==> src/rtl/rr_arbiter.sv <==
// Round-robin arbiter: rotating-priority search starting past the last winner, registered one-hot grant.
// Optional tenure quantum with preemption is enabled by defining RR_ARB_QUANTUM_EN.
module rr_arbiter #(
    parameter int OUTW    = 3,
    parameter int QUANTUM = 16
) (
    input  logic                 clk,
    input  logic                 rst,
    input  logic [(1<<OUTW)-1:0] req,
    output logic [(1<<OUTW)-1:0] grant,
    output logic [OUTW-1:0]      grant_idx,
    output logic                 grant_valid,
    output logic                 preempt
);
    localparam int N = 1 << OUTW;
    localparam logic [N-1:0] ONE = N'(1);

    typedef enum logic {IDLE, GRANT} state_t;

    // Returns {found, index}; scanning from the far end lets the first hit in rotation order win.
    function automatic logic [OUTW:0] pick(input logic [OUTW-1:0] p, input logic [N-1:0] m);
        logic [OUTW:0]   res;
        logic [OUTW-1:0] k;
        res = '0;
        for (int i = N - 1; i >= 0; i--) begin
            k = p + i[OUTW-1:0];
            if (m[k]) res = {1'b1, k};
        end
        return res;
    endfunction

    state_t         state_q, state_d;
    logic [N-1:0]   grant_q, grant_d;
    logic [OUTW-1:0] grant_idx_q, grant_idx_d;
    logic           grant_valid_q, grant_valid_d;
    logic [OUTW-1:0] ptr_q, ptr_d;

    logic [OUTW:0]   pick_all;
    logic            sw;
    logic [OUTW-1:0] sw_idx;
    logic [OUTW-1:0] cur;

`ifdef RR_ARB_QUANTUM_EN
    logic [15:0]     hold_cnt_q, hold_cnt_d;
    logic            preempt_q, preempt_d;
    logic [OUTW:0]   pick_oth;
`endif

    always_comb begin
        state_d       = state_q;
        grant_d       = grant_q;
        grant_idx_d   = grant_idx_q;
        grant_valid_d = grant_valid_q;
        ptr_d         = ptr_q;
        cur           = grant_idx_q;
        pick_all      = pick(ptr_q, req);
        sw            = 1'b0;
        sw_idx        = '0;
`ifdef RR_ARB_QUANTUM_EN
        hold_cnt_d    = hold_cnt_q;
        preempt_d     = 1'b0;
        pick_oth      = pick(ptr_q, req & ~(ONE << cur));
`endif
        case (state_q)
            IDLE: begin
                sw     = pick_all[OUTW];
                sw_idx = pick_all[OUTW-1:0];
            end
            GRANT: begin
                if (req[cur]) begin
`ifdef RR_ARB_QUANTUM_EN
                    if (hold_cnt_q == 16'(QUANTUM - 1)) begin
                        // Quantum expired: hand over only if someone else is waiting.
                        sw         = pick_oth[OUTW];
                        sw_idx     = pick_oth[OUTW-1:0];
                        preempt_d  = pick_oth[OUTW];
                        hold_cnt_d = '0;
                    end else begin
                        hold_cnt_d = hold_cnt_q + 16'd1;
                    end
`endif
                end else if (pick_all[OUTW]) begin
                    sw     = 1'b1;
                    sw_idx = pick_all[OUTW-1:0];
                end else begin
                    state_d       = IDLE;
                    grant_d       = '0;
                    grant_idx_d   = '0;
                    grant_valid_d = 1'b0;
                end
            end
            default: state_d = IDLE;
        endcase
        if (sw) begin
            state_d       = GRANT;
            grant_d       = ONE << sw_idx;
            grant_idx_d   = sw_idx;
            grant_valid_d = 1'b1;
            ptr_d         = sw_idx + OUTW'(1);
`ifdef RR_ARB_QUANTUM_EN
            hold_cnt_d    = '0;
`endif
        end
    end

    always_ff @(posedge clk) begin
        if (rst) begin
            state_q       <= IDLE;
            grant_q       <= '0;
            grant_idx_q   <= '0;
            grant_valid_q <= 1'b0;
            ptr_q         <= '0;
`ifdef RR_ARB_QUANTUM_EN
            hold_cnt_q    <= '0;
            preempt_q     <= 1'b0;
`endif
        end else begin
            state_q       <= state_d;
            grant_q       <= grant_d;
            grant_idx_q   <= grant_idx_d;
            grant_valid_q <= grant_valid_d;
            ptr_q         <= ptr_d;
`ifdef RR_ARB_QUANTUM_EN
            hold_cnt_q    <= hold_cnt_d;
            preempt_q     <= preempt_d;
`endif
        end
    end

    assign grant       = grant_q;
    assign grant_idx   = grant_idx_q;
    assign grant_valid = grant_valid_q;
`ifdef RR_ARB_QUANTUM_EN
    assign preempt     = preempt_q;
`else
    assign preempt     = 1'b0;
`endif

endmodule

==> config.mk <==
export PLATFORM = sky130hd
export DESIGN_NAME = rr_arbiter
export DESIGN_NICKNAME = d
export VERILOG_FILES = /design/src/rtl/rr_arbiter.sv
export SDC_FILE = /design/constraint.sdc
export NUM_CORES = 1
export LEC_CHECK = 0
export ABC_AREA = 1
export CAP_MARGIN = 10
export CORE_MARGIN = 4
export CORE_UTILIZATION = 51
export CTS_BUF_LIST = sky130_fd_sc_hd__clkbuf_4
export DETAILED_ROUTE_END_ITERATION = 10
export PLACE_DENSITY = 0.77
export SYNTH_ARGS = -nofsm -noshare
export SYNTH_HDL_FRONTEND = slang
export SYNTH_SLANG_ARGS = --single-unit
==> constraint.sdc <==
create_clock -name clk -period 5.7 [get_ports clk]
set_input_delay 1.425 -clock clk [delete_from_list [all_inputs] [get_ports clk]]
set_output_delay 1.425 -clock clk [all_outputs]
set_load 0.03 [all_outputs]
==> out/metrics.yaml <==
rsz0062_at_grt: "no"
root_buffer: "clkbuf_4"
drive_gt1_share_pct: 13.9
reg2reg_depth: 17
synth_fa_ha_area_share_pct: 5.37
finalCritPeriodShare_pct: 61.7
die_x_um: 60.4
postLayoutSetupSlackWorst_ns: 2.18
start_util_pct: 55.0
synth_edf_count: 0
design_area_sq_um: 1610
endpoint_kind: "register"
wire_per_inst_um: 11.5
grt_pass1_wl_mm: 5.44
synth.distinct_cells: 26
worstHoldStart: "grant[5]"
start_kind: "input port"
dp_hpwl_mm: 2.58
n_antenna_cell: 0
crit_fanout: 10
synth-seq-area-share_pct: 22.9
clock_latency_ns: 0.29
post_dp_cell_area_sq_um: 1590
ant_nets: 0
rr_startpoint: "ptr_q[0]"
post-cts-setup-buffers: 0
synth_common_cells: "nand2_1, nand3_1, a21oi_1"
maxSlewHeadroom_pct: 64.8
period_needed_ns: 3.52
syn_area_per_cell_sq_um: 6.19
cts_tree: "yes"
synth_top_area_cell: "dfxtp_1"
worstSetupPathType: "in2reg"
syn_nets: 242
area_growth_pct: 15.2
synthFlopType: "dfxtp_1"
vias: 1440
hold_buffers: 0
required_ns: 5.89
arrival_ns: 3.71
synth_area_sq_um: 1400
grt_max_degree: 16
grt_pass1_vias: 1272
status: "completed"
first_pass_iters: 4
final_nets: 261
hold_viol_final: 0
preCtsSetupSlack_ns: 1.86
dieHeight_um: 60.4
num_io_pins: 23
maxCapViolations: 0
grt_overflow_total: 0
wl_mm: 3.15
synth_xor_area_share_pct: 2.42
yosysTopAreaCellShare_pct: 22.9
clock_skew_ns: 0.00267
drc: 0
cp-endpoint: "ptr_q[2]"
r2r-end: "ptr_q[2]"
port_buffers: 21
cts_max_path_buffers: 2
ys_ff_latch: 16
critPathLaunch: "req[7]"
first_iter_violations: 45
routed_via_density: 5.26
yosysMostFrequentCell: "nand2_1"
synthSimpleGateAreaFrac_pct: 46.4
setup_tns_ns: 0
reg2reg_slack_ns: 2.54
tightestPinTransition_ns: 0.526
synth_compound_area_share_pct: 11.2
cts.sinks: 16
cts_made_buffers: 3
coreArea_sq_um: 2540
fmax_mhz: 284
routabilityCongestion: 0.940
dieArea_sq_um: 3640
hold_path_class: "reg2reg"
clkSlewWorstSetupHoldPaths_ns: 0.09
htree_levels: 1
ys.warnings.count: 0
synth_top_family_by_area: "simple AND/OR/NAND/NOR gates"
fp-row-count: 18
antenna_found_initial: 0
synthCells: 226
setup_viol: 0
muxShareOfSynthArea_pct: 0
grt_use_total_pct: 19.3
synth_async_sr_flop_share_pct: 0
cts-resized-gates: 0
synth.area.top_cells: "dfxtp_1, nand2_1, nand3_1, a21oi_1, ha_1"
slew_viol_final: 0
[worst min path at each step]
| stage | end | slack, ns | depth (start not counted) |
|---|---|---|---|
| final | grant[5] | 0.47 | 2 |
| after global routing | grant[0] | 0.48 | 2 |
| after CTS | grant[5] | 0.47 | 2 |
| after detailed placement | grant[5] | 0.46 | 2 |
| after global placement | grant[3] | 0.45 | 2 |
| after floorplan | ptr_q[0] | 0.57 | 2 |
[cell usage in the layout (no fill, tap or decap), drive strengths merged]
| cell | count |
|---|---|
| nand2 | 74 |
| nand3 | 44 |
| inv | 25 |
| clkdlybuf4s50 | 21 |
| nor2 | 20 |
| a21oi | 19 |
| dfxtp | 16 |
| o21ai | 8 |
| ha | 6 |
| clkbuf | 3 |
| xor2 | 2 |
| xnor2 | 1 |
| a31oi | 1 |
| o211ai | 1 |
| a211oi | 1 |
| conb | 1 |
| clkinv | 1 |
[final cells by class]
cell class,instances,area [sq um]
clock buffer,3,22.5
clock inverter,1,3.75
fill,248,933
inverter,25,98.8
multi-input combinational,178,918
sequential,16,320
tap,30,37.5
timing repair buffer,21,210
[metrics by stage]
step / std cells / hold WS [ns] / utilization, %
after global routing: 274 / 0.484 / 63.3
after CTS: 274 / 0.472 / 63.3
after floorplan: 226 / 0.568 / -
final: 274 / 0.468 / 63.3
after global placement: 270 / 0.452 / 62.3
after detailed placement: 270 / 0.457 / 62.3
[critical path: stages]
cell             delay, ns
clkdlybuf4s50_1       0.49
nand2_1               0.08
nand3_1               0.17
nand3_2               0.10
nand2_1               0.11
inv_1                 0.08
nand3_1               0.13
nor2_4                0.06
nor2_8                0.16
nor2_1                0.06
nor2_1                0.11
nand2_2               0.11
nor2_1                0.16
ha_1                  0.24
o21ai_0               0.16
a21oi_1               0.05
[cell families (layout without fill, tap and decap cells)]
logic type               Yosys count  after routing
AND/OR/NAND/NOR                  138            138
other                              1              1
AO/OA/AOI/OAI                     30             30
flip-flops                        16             16
buffers and inverters             32             50
adder cells (fa/ha/maj)            6              6
XOR/XNOR                           3              3
[flip-flops by register name, summed over array words and instances, names as in the netlist]
signal	flops
grant	8
grant_idx	3
grant_valid	1
ptr_q	3
state_q	1
[layer usage]
metal / part of all wire (%) / GRT usage (%) / wire [um]
met3: 4.8 / 4.47 / 152
met1: 51 / 28.6 / 1610
met5: 0 / 0 / 0
met2: 43 / 28.5 / 1360
met4: 0.83 / 3.80 / 26
Power is left out: the tool's default activity adds up to more than one toggle a clock period on the data nets, which glitch-free logic cannot reach.
